`src/rtl/vx_bank_data_sched_pkg.sv`:
```
// Shared types and width helpers for the bank data-store scheduler.
package vx_bank_data_sched_pkg;

    typedef enum logic [1:0] {
        ST_INIT,
        ST_RUN,
        ST_FLUSH
    } state_e;

    function automatic int sweep_cnt_width(input int lines);
        return (lines < 2) ? 1 : $clog2(lines);
    endfunction

    function automatic int wsel_width(input int words);
        return (words < 2) ? 1 : $clog2(words);
    endfunction

endpackage

```
`src/rtl/vx_bank_data_sched_if.sv`:
```
// Fill, core, response and data-store buses of one cache bank scheduler.
interface vx_bank_data_sched_if
    import vx_bank_data_sched_pkg::*;
#(
    parameter int LINES_PER_BANK = 64,
    parameter int WORDS_PER_LINE = 4,
    parameter int WORD_SIZE      = 4,
    parameter int NUM_PORTS      = 1,
    parameter int TAG_WIDTH      = 8
);
    localparam int LSEL       = sweep_cnt_width(LINES_PER_BANK);
    localparam int WSEL       = wsel_width(WORDS_PER_LINE);
    localparam int WORD_WIDTH = 8 * WORD_SIZE;
    localparam int LINE_WIDTH = WORDS_PER_LINE * WORD_WIDTH;

    logic                            fill_valid;
    logic                            fill_ready;
    logic [LSEL-1:0]                 fill_addr;
    logic [LINE_WIDTH-1:0]           fill_data;

    logic                            core_valid;
    logic                            core_ready;
    logic                            core_rw;
    logic [LSEL-1:0]                 core_addr;
    logic [NUM_PORTS*WSEL-1:0]       core_wsel;
    logic [NUM_PORTS-1:0]            core_pmask;
    logic [NUM_PORTS*WORD_SIZE-1:0]  core_byteen;
    logic [NUM_PORTS*WORD_WIDTH-1:0] core_data;
    logic [TAG_WIDTH-1:0]            core_tag;

    logic                            rsp_valid;
    logic                            rsp_ready;
    logic [TAG_WIDTH-1:0]            rsp_tag;
    logic [NUM_PORTS*WORD_WIDTH-1:0] rsp_data;

    logic                            da_stall;
    logic                            da_read;
    logic                            da_write;
    logic                            da_fill;
    logic [LSEL-1:0]                 da_addr;
    logic [NUM_PORTS*WSEL-1:0]       da_wsel;
    logic [NUM_PORTS-1:0]            da_pmask;
    logic [NUM_PORTS*WORD_SIZE-1:0]  da_byteen;
    logic [NUM_PORTS*WORD_WIDTH-1:0] da_write_data;
    logic [LINE_WIDTH-1:0]           da_fill_data;
    logic [NUM_PORTS*WORD_WIDTH-1:0] da_read_data;

    modport master (
        input  fill_valid, fill_addr, fill_data,
        output fill_ready,
        input  core_valid, core_rw, core_addr, core_wsel, core_pmask,
        input  core_byteen, core_data, core_tag,
        output core_ready,
        output rsp_valid, rsp_tag, rsp_data,
        input  rsp_ready,
        output da_stall, da_read, da_write, da_fill, da_addr, da_wsel,
        output da_pmask, da_byteen, da_write_data, da_fill_data,
        input  da_read_data
    );

    modport slave (
        output fill_valid, fill_addr, fill_data,
        input  fill_ready,
        output core_valid, core_rw, core_addr, core_wsel, core_pmask,
        output core_byteen, core_data, core_tag,
        input  core_ready,
        input  rsp_valid, rsp_tag, rsp_data,
        output rsp_ready,
        input  da_stall, da_read, da_write, da_fill, da_addr, da_wsel,
        input  da_pmask, da_byteen, da_write_data, da_fill_data,
        output da_read_data
    );

endinterface

```
`src/rtl/vx_bank_data_sched_arb.sv`:
```
// Fill-over-core priority arbiter; a waiting core request wins after
// STARVE_LIMIT consecutive fill grants.
module vx_bank_data_sched_arb #(
    parameter int STARVE_LIMIT = 4
) (
    input  logic clk,
    input  logic reset_n,
    input  logic fill_valid,
    input  logic core_valid,
    input  logic enable,
    output logic fill_ready,
    output logic core_ready,
    output logic fill_grant,
    output logic core_grant
);
    localparam int SW = $clog2(STARVE_LIMIT + 1);
    localparam logic [SW-1:0] LIMIT = SW'(STARVE_LIMIT);

    logic [SW-1:0] starve_cnt_q;
    logic [SW-1:0] starve_cnt_d;
    logic          core_pri;

    always_comb begin
        core_pri     = core_valid && (starve_cnt_q == LIMIT);
        fill_ready   = enable & ~core_pri;
        core_ready   = enable & (~fill_valid | core_pri);
        fill_grant   = fill_valid & fill_ready;
        core_grant   = core_valid & core_ready;
        starve_cnt_d = starve_cnt_q;
        if (!core_valid || core_grant) begin
            starve_cnt_d = '0;
        end else if (fill_grant && (starve_cnt_q != LIMIT)) begin
            starve_cnt_d = starve_cnt_q + 1'b1;
        end
    end

    always_ff @(posedge clk or negedge reset_n) begin
        if (!reset_n) begin
            starve_cnt_q <= '0;
        end else begin
            starve_cnt_q <= starve_cnt_d;
        end
    end

endmodule

```
`src/rtl/vx_bank_data_sched.sv`:
```
// Bank data-store sequencer: zeroing sweeps, fill/core arbitration and a
// one-entry read-response stage that freezes the store under backpressure.
module vx_bank_data_sched
    import vx_bank_data_sched_pkg::*;
#(
    parameter int LINES_PER_BANK = 64,
    parameter int WORDS_PER_LINE = 4,
    parameter int WORD_SIZE      = 4,
    parameter int NUM_PORTS      = 1,
    parameter int TAG_WIDTH      = 8,
    parameter int STARVE_LIMIT   = 4
) (
    input  logic                   clk,
    input  logic                   reset_n,
    input  logic                   flush_req,
    output logic                   flush_busy,
    vx_bank_data_sched_if.master   bus
);
    localparam int LSEL = sweep_cnt_width(LINES_PER_BANK);
    localparam logic [LSEL-1:0] LAST_LINE = LSEL'(LINES_PER_BANK - 1);

    state_e               state_q, state_d;
    logic [LSEL-1:0]      sweep_cnt_q, sweep_cnt_d;
    logic                 rsp_valid_q, rsp_valid_d;
    logic [TAG_WIDTH-1:0] rsp_tag_q, rsp_tag_d;

    logic stall;
    logic run_en;
    logic sweep_en;
    logic fill_ready;
    logic core_ready;
    logic fill_grant;
    logic core_grant;
    logic read_grant;

    assign stall    = rsp_valid_q & ~bus.rsp_ready;
    assign run_en   = (state_q == ST_RUN) & ~stall;
    assign sweep_en = (state_q != ST_RUN) & ~stall;

    vx_bank_data_sched_arb #(
        .STARVE_LIMIT (STARVE_LIMIT)
    ) u_arb (
        .clk        (clk),
        .reset_n    (reset_n),
        .fill_valid (bus.fill_valid),
        .core_valid (bus.core_valid),
        .enable     (run_en),
        .fill_ready (fill_ready),
        .core_ready (core_ready),
        .fill_grant (fill_grant),
        .core_grant (core_grant)
    );

    assign read_grant = core_grant & ~bus.core_rw;

    always_comb begin
        state_d     = state_q;
        sweep_cnt_d = sweep_cnt_q;
        case (state_q)
            ST_INIT, ST_FLUSH: begin
                if (sweep_en) begin
                    if (sweep_cnt_q == LAST_LINE) begin
                        sweep_cnt_d = '0;
                        state_d     = ST_RUN;
                    end else begin
                        sweep_cnt_d = sweep_cnt_q + 1'b1;
                    end
                end
            end
            ST_RUN: begin
                if (flush_req) begin
                    state_d = ST_FLUSH;
                end
            end
            default: state_d = ST_INIT;
        endcase

        // A new read always reloads the stage; it can only issue when not stalled.
        rsp_valid_d = read_grant | (rsp_valid_q & ~bus.rsp_ready);
        rsp_tag_d   = read_grant ? bus.core_tag : rsp_tag_q;
    end

    always_ff @(posedge clk or negedge reset_n) begin
        if (!reset_n) begin
            state_q     <= ST_INIT;
            sweep_cnt_q <= '0;
            rsp_valid_q <= 1'b0;
            rsp_tag_q   <= '0;
        end else begin
            state_q     <= state_d;
            sweep_cnt_q <= sweep_cnt_d;
            rsp_valid_q <= rsp_valid_d;
            rsp_tag_q   <= rsp_tag_d;
        end
    end

    assign flush_busy     = (state_q != ST_RUN);
    assign bus.fill_ready = fill_ready;
    assign bus.core_ready = core_ready;

    // Strobes are masked by reset_n so nothing reaches the store while in reset.
    assign bus.da_stall      = stall;
    assign bus.da_fill       = reset_n & (sweep_en | fill_grant);
    assign bus.da_read       = reset_n & read_grant;
    assign bus.da_write      = reset_n & core_grant & bus.core_rw;
    assign bus.da_addr       = sweep_en   ? sweep_cnt_q :
                               fill_grant ? bus.fill_addr : bus.core_addr;
    assign bus.da_fill_data  = sweep_en ? '0 : bus.fill_data;
    assign bus.da_wsel       = bus.core_wsel;
    assign bus.da_pmask      = bus.core_pmask;
    assign bus.da_byteen     = bus.core_byteen;
    assign bus.da_write_data = bus.core_data;

    assign bus.rsp_valid = rsp_valid_q;
    assign bus.rsp_tag   = rsp_tag_q;
    assign bus.rsp_data  = bus.da_read_data;

endmodule

```
`src/flat_wrapper.sv`:
```
// flat-port wrapper written by rule: the top's interface ports become plain ports
module vx_bank_data_sched_flat import vx_bank_data_sched_pkg::*;
#(
    parameter int LINES_PER_BANK = 64,
    parameter int WORDS_PER_LINE = 4,
    parameter int WORD_SIZE      = 4,
    parameter int NUM_PORTS      = 1,
    parameter int TAG_WIDTH      = 8,
    parameter int STARVE_LIMIT   = 4
)
  (clk, reset_n, flush_req, flush_busy, bus_fill_valid, bus_fill_addr, bus_fill_data, bus_fill_ready, bus_core_valid, bus_core_rw, bus_core_addr, bus_core_wsel, bus_core_pmask, bus_core_byteen, bus_core_data, bus_core_tag, bus_core_ready, bus_rsp_valid, bus_rsp_tag, bus_rsp_data, bus_rsp_ready, bus_da_stall, bus_da_read, bus_da_write, bus_da_fill, bus_da_addr, bus_da_wsel, bus_da_pmask, bus_da_byteen, bus_da_write_data, bus_da_fill_data, bus_da_read_data);
  vx_bank_data_sched_if #(.LINES_PER_BANK(LINES_PER_BANK), .WORDS_PER_LINE(WORDS_PER_LINE), .WORD_SIZE(WORD_SIZE), .NUM_PORTS(NUM_PORTS), .TAG_WIDTH(TAG_WIDTH)) bus_i ();
  input  logic clk;
  input  logic reset_n;
  input  logic flush_req;
  output logic flush_busy;
  input wire logic [$bits(bus_i.fill_valid)-1:0] bus_fill_valid;
  input wire logic [$bits(bus_i.fill_addr)-1:0] bus_fill_addr;
  input wire logic [$bits(bus_i.fill_data)-1:0] bus_fill_data;
  output wire logic [$bits(bus_i.fill_ready)-1:0] bus_fill_ready;
  input wire logic [$bits(bus_i.core_valid)-1:0] bus_core_valid;
  input wire logic [$bits(bus_i.core_rw)-1:0] bus_core_rw;
  input wire logic [$bits(bus_i.core_addr)-1:0] bus_core_addr;
  input wire logic [$bits(bus_i.core_wsel)-1:0] bus_core_wsel;
  input wire logic [$bits(bus_i.core_pmask)-1:0] bus_core_pmask;
  input wire logic [$bits(bus_i.core_byteen)-1:0] bus_core_byteen;
  input wire logic [$bits(bus_i.core_data)-1:0] bus_core_data;
  input wire logic [$bits(bus_i.core_tag)-1:0] bus_core_tag;
  output wire logic [$bits(bus_i.core_ready)-1:0] bus_core_ready;
  output wire logic [$bits(bus_i.rsp_valid)-1:0] bus_rsp_valid;
  output wire logic [$bits(bus_i.rsp_tag)-1:0] bus_rsp_tag;
  output wire logic [$bits(bus_i.rsp_data)-1:0] bus_rsp_data;
  input wire logic [$bits(bus_i.rsp_ready)-1:0] bus_rsp_ready;
  output wire logic [$bits(bus_i.da_stall)-1:0] bus_da_stall;
  output wire logic [$bits(bus_i.da_read)-1:0] bus_da_read;
  output wire logic [$bits(bus_i.da_write)-1:0] bus_da_write;
  output wire logic [$bits(bus_i.da_fill)-1:0] bus_da_fill;
  output wire logic [$bits(bus_i.da_addr)-1:0] bus_da_addr;
  output wire logic [$bits(bus_i.da_wsel)-1:0] bus_da_wsel;
  output wire logic [$bits(bus_i.da_pmask)-1:0] bus_da_pmask;
  output wire logic [$bits(bus_i.da_byteen)-1:0] bus_da_byteen;
  output wire logic [$bits(bus_i.da_write_data)-1:0] bus_da_write_data;
  output wire logic [$bits(bus_i.da_fill_data)-1:0] bus_da_fill_data;
  input wire logic [$bits(bus_i.da_read_data)-1:0] bus_da_read_data;
  assign bus_i.fill_valid = bus_fill_valid;
  assign bus_i.fill_addr = bus_fill_addr;
  assign bus_i.fill_data = bus_fill_data;
  assign bus_fill_ready = bus_i.fill_ready;
  assign bus_i.core_valid = bus_core_valid;
  assign bus_i.core_rw = bus_core_rw;
  assign bus_i.core_addr = bus_core_addr;
  assign bus_i.core_wsel = bus_core_wsel;
  assign bus_i.core_pmask = bus_core_pmask;
  assign bus_i.core_byteen = bus_core_byteen;
  assign bus_i.core_data = bus_core_data;
  assign bus_i.core_tag = bus_core_tag;
  assign bus_core_ready = bus_i.core_ready;
  assign bus_rsp_valid = bus_i.rsp_valid;
  assign bus_rsp_tag = bus_i.rsp_tag;
  assign bus_rsp_data = bus_i.rsp_data;
  assign bus_i.rsp_ready = bus_rsp_ready;
  assign bus_da_stall = bus_i.da_stall;
  assign bus_da_read = bus_i.da_read;
  assign bus_da_write = bus_i.da_write;
  assign bus_da_fill = bus_i.da_fill;
  assign bus_da_addr = bus_i.da_addr;
  assign bus_da_wsel = bus_i.da_wsel;
  assign bus_da_pmask = bus_i.da_pmask;
  assign bus_da_byteen = bus_i.da_byteen;
  assign bus_da_write_data = bus_i.da_write_data;
  assign bus_da_fill_data = bus_i.da_fill_data;
  assign bus_i.da_read_data = bus_da_read_data;
  vx_bank_data_sched #(.LINES_PER_BANK(LINES_PER_BANK), .WORDS_PER_LINE(WORDS_PER_LINE), .WORD_SIZE(WORD_SIZE), .NUM_PORTS(NUM_PORTS), .TAG_WIDTH(TAG_WIDTH), .STARVE_LIMIT(STARVE_LIMIT)) u_core (.clk(clk), .reset_n(reset_n), .flush_req(flush_req), .flush_busy(flush_busy), .bus(bus_i));
endmodule
```
`config.mk`:
```
export PLATFORM = sky130hd
export DESIGN_NAME = vx_bank_data_sched_flat
export DESIGN_NICKNAME = d
export VERILOG_FILES = /design/src/rtl/vx_bank_data_sched_pkg.sv /design/src/rtl/vx_bank_data_sched_if.sv /design/src/rtl/vx_bank_data_sched_arb.sv /design/src/rtl/vx_bank_data_sched.sv /design/src/flat_wrapper.sv
export SDC_FILE = /design/constraint.sdc
export NUM_CORES = 1
export LEC_CHECK = 0
export CAP_MARGIN = 0
export CORE_AREA = 2 2 173 175
export DETAILED_ROUTE_END_ITERATION = 8
export DIE_AREA = 0 0 175 177
export MAX_ROUTING_LAYER = met4
export SLEW_MARGIN = 20
export SYNTH_ARGS = -nofsm -noshare
export SYNTH_HDL_FRONTEND = slang
export SYNTH_SLANG_ARGS = --single-unit
```
`constraint.sdc`:
```
create_clock -name clk -period 2.4 [get_ports clk]
set_input_delay 0.6 -clock clk [delete_from_list [all_inputs] [get_ports clk]]
set_output_delay 0.6 -clock clk [all_outputs]
set_load 0.005 [all_outputs]
```
==> out/metrics.cfg, run 1 <==
[timing]
slew_headroom_pct = 74.6
slew_viol_final = 0
worstMarginPinSlew_ps = 380
hold_violations = 0
rsz0062_at_grt = yes
fin_hold_ws_ps = 498
layout_setup_ws_ps = 51.0
clock_skew_ps = 1.58
fin_crit_ps = 2350
setup_viol = 0
finalSetupTns_ps = 0
clock.fmax_ghz = 0.426
layout_worst_path_cycle_share_pct = 97.9

[floorplan]
row_count = 63
core_um2 = 29200
die_y_um = 177
die_area_um2 = 31000
die_w_um = 175
ios = 447
initial_utilization_pct = 8.88

[synthesis]
synth-seq-cells = 20
ys.flop_type = dfrtp_1
yosysSeqAreaShare_pct = 19.3
ys_warn_count = 0
synth_cells = 335
ys_top_cells_by_area = and2_1 31%, buf_4 21%, dfrtp_1 19%
synth.most_common_cell = and2_1
synth_nets = 564
netlist_area_um2 = 2600
synthArstFlopShare_pct = 100
synth_common_cells = 128 x and2_1, 71 x buf_4, 20 x clkbuf_1, 20 x dfrtp_1, 9 x mux2_2
syn_avg_cell_area_um2 = 7.75
synth_top_area_cell = and2_1
synth.top_cell.area_share_pct = 30.8
synth_edf_count = 0
yosysUniqueCellTypes = 34

[cells_and_area]
final_cells = 998
fin_nets = 838
fill_cells = 3190
design_area_um2 = 6310
antennaDiodeCount = 0
syn_to_final_growth_pct = 143
drive_gt1_share_pct = 27.0

[route]
firstDrtPassIters = 4
drc = 0
final_antenna_net_count = 0
finalWirelength_um = 19300
avgRoutedWirePerCell_um = 19.3
drt-vias-per-instance = 3.34
vias = 3335
drt_iter0_markers = 137

[run_status]
outcome = finished clean

[global_routing]
first_global_vias = 3486
grt_max_degree = 26
grt_pass1_wl_um = 25100
grt_usage_pct = 11.7
grt-ovfl-total = 0
antenna_found_initial = 1

[power_and_ir_drop]
ir_worst_vdd_v = 0.000236
p_leak_nw = 2.75
powerDensity_nw_per_um2 = 329

[placed_design]
portBuffers = 304
place_ws_ps = -920
dp_hpwl_um = 15500
place_inst = 965
placement.cell_area_um2 = 5770
place_congestion = 0.731

[critical_path]
endpoint_kind = output port
critPathRequiredTime_ps = 1800
arrival_ps = 1750
cp_max_fo = 23
setup.worst_path.class = reg -> out
r2r_cells = 8
crit_path_start_kind = flop

[clock_tree]
clk_transition_reported_paths_ps = 60
cts_buffers = 3
htree_levels = 1
root_buffer = clkbuf_16
cts_tree = done
cts_sinks = 20
worstSkewPairLatency_ps = 250
cts_hold_buf = 0
cts_max_path_buffers = 2

[job]
cap_violations = 0

[worst_hold_path]
worstHoldPathCells = 1
min_path_type = reg -> reg

per-layer routing:
| layer | part of all wire (%) | GRT usage [%] | routed length [um] | vias to the layer above |
|---|---|---|---|---|
| met4 | 0.82 | 1.08 | 159 | 0 |
| li1 | - | - | - | 1574 |
| met1 | 33 | 11.3 | 6330 | 1509 |
| met3 | 12 | 5.86 | 2310 | 24 |
| met5 | 0 | - | 0 | - |
| met2 | 54 | 21.8 | 10500 | 228 |
worst max-delay path: stages, from the launching register on:
cell and delay (ps):
dfrtp_1 370, and2b_2 240, inv_8 100, nand2_8 80
buf_4 140, buf_12 140, and2_1 150, dlygate4sd2_1 260
power by group:
group | total [mW] | internal (mW) | switching [mW]
registers | 0.479 | 0.406 | 0.0724
logic | 1.13 | 0.703 | 0.430
clock network | 0.463 | 0.331 | 0.132
cell type report:
type                       instances  area, um2  share of cell area (%)
inverter                           7       33.8                   0.536
tap                              390        488                    7.74
clock buffer                       3       75.1                    1.19
sequential                        20        500                    7.94
clock inverter                     1       30.0                   0.476
timing repair buffer             360       3530                    55.9
multi-input combinational        217       1650                    26.2
worst paths after layout:
check                           slack (ps)                          from                     to
worst max-delay path                    50             u_core.state_q[0]   bus_da_fill_data[10]
worst min-delay path                   500         u_core.sweep_cnt_q[4]  u_core.sweep_cnt_q[4]
worst max register to register         360  u_core.u_arb.starve_cnt_q[0]  u_core.bus.rsp_tag[5]
worst min register to register         500         u_core.sweep_cnt_q[4]  u_core.sweep_cnt_q[4]
max in group asynchronous             1380                       reset_n  u_core.bus.rsp_tag[0]
min in group asynchronous              780                       reset_n  u_core.bus.rsp_tag[3]
registers in the layout, indices dropped and copies added, names as in the netlist:
register / flops
u_core.bus.rsp_valid: 1
u_core.u_arb.starve_cnt_q: 3
u_core.state_q: 2
u_core.bus.rsp_tag: 8
u_core.sweep_cnt_q: 6
stage by stage:
| stage | total power [mW] | utilization, % |
|---|---|---|
| 2_1_floorplan | 0.905 | - |
| 3_3_place_gp | 1.51 | 19.7 |
| 3_5_place_dp | 1.52 | 19.7 |
| 4_1_cts | 2.05 | 21.2 |
| 5_1_grt | 2.21 | 21.6 |
| 6_report | 2.07 | 21.6 |
cell families (layout without fill, tap and decap cells):
family / Yosys count / in the layout / synth area share [%]
fa+ha+maj: 3 / 3 / 1.45
simple gates: 168 / 170 / 39.8
flops: 20 / 20 / 19.3
compound gates: 33 / 33 / 9.59
mux: 9 / 9 / 3.90
buf+inv: 100 / 371 / 25.3
xor+xnor: 2 / 2 / 0.674
repair_timing:
| action | 4_1_cts | 5_1_grt |
|---|---|---|
| setup endpoints to repair | 148 | 75 |
| resized for setup | 290 | 133 |
| buffers inserted | 16 | 3 |
| cloned | 8 | 3 |
| endpoints found under the hold margin | 0 | 0 |
| pin swaps | 18 | 6 |
placed cells by master (no fill, tap or decap), types with 8 or more instances in the layout:
master / instances
clkdlybuf4s50_1: 162
and2_1: 117
clkdlybuf4s15_1: 61
clkbuf_2: 30
buf_4: 30
dlygate4sd2_1: 22
buf_2: 20
dfrtp_1: 20
buf_6: 15
and2_4: 11
buf_12: 10
mux2_2: 9
nand4_1: 8
Note: power is estimated with default switching activity, not from simulation.
==> run 2: changes to the inputs <==
--- a/config.mk
+++ b/config.mk
@@ -7,6 +7,7 @@
 export LEC_CHECK = 0
 export CAP_MARGIN = 0
 export CORE_AREA = 2 2 173 175
+export CTS_CLUSTER_SIZE = 16
 export DETAILED_ROUTE_END_ITERATION = 8
 export DIE_AREA = 0 0 175 177
 export MAX_ROUTING_LAYER = met4
==> results of run 2 <==
Final layout, timing and power as in run 1 (identical DEF).
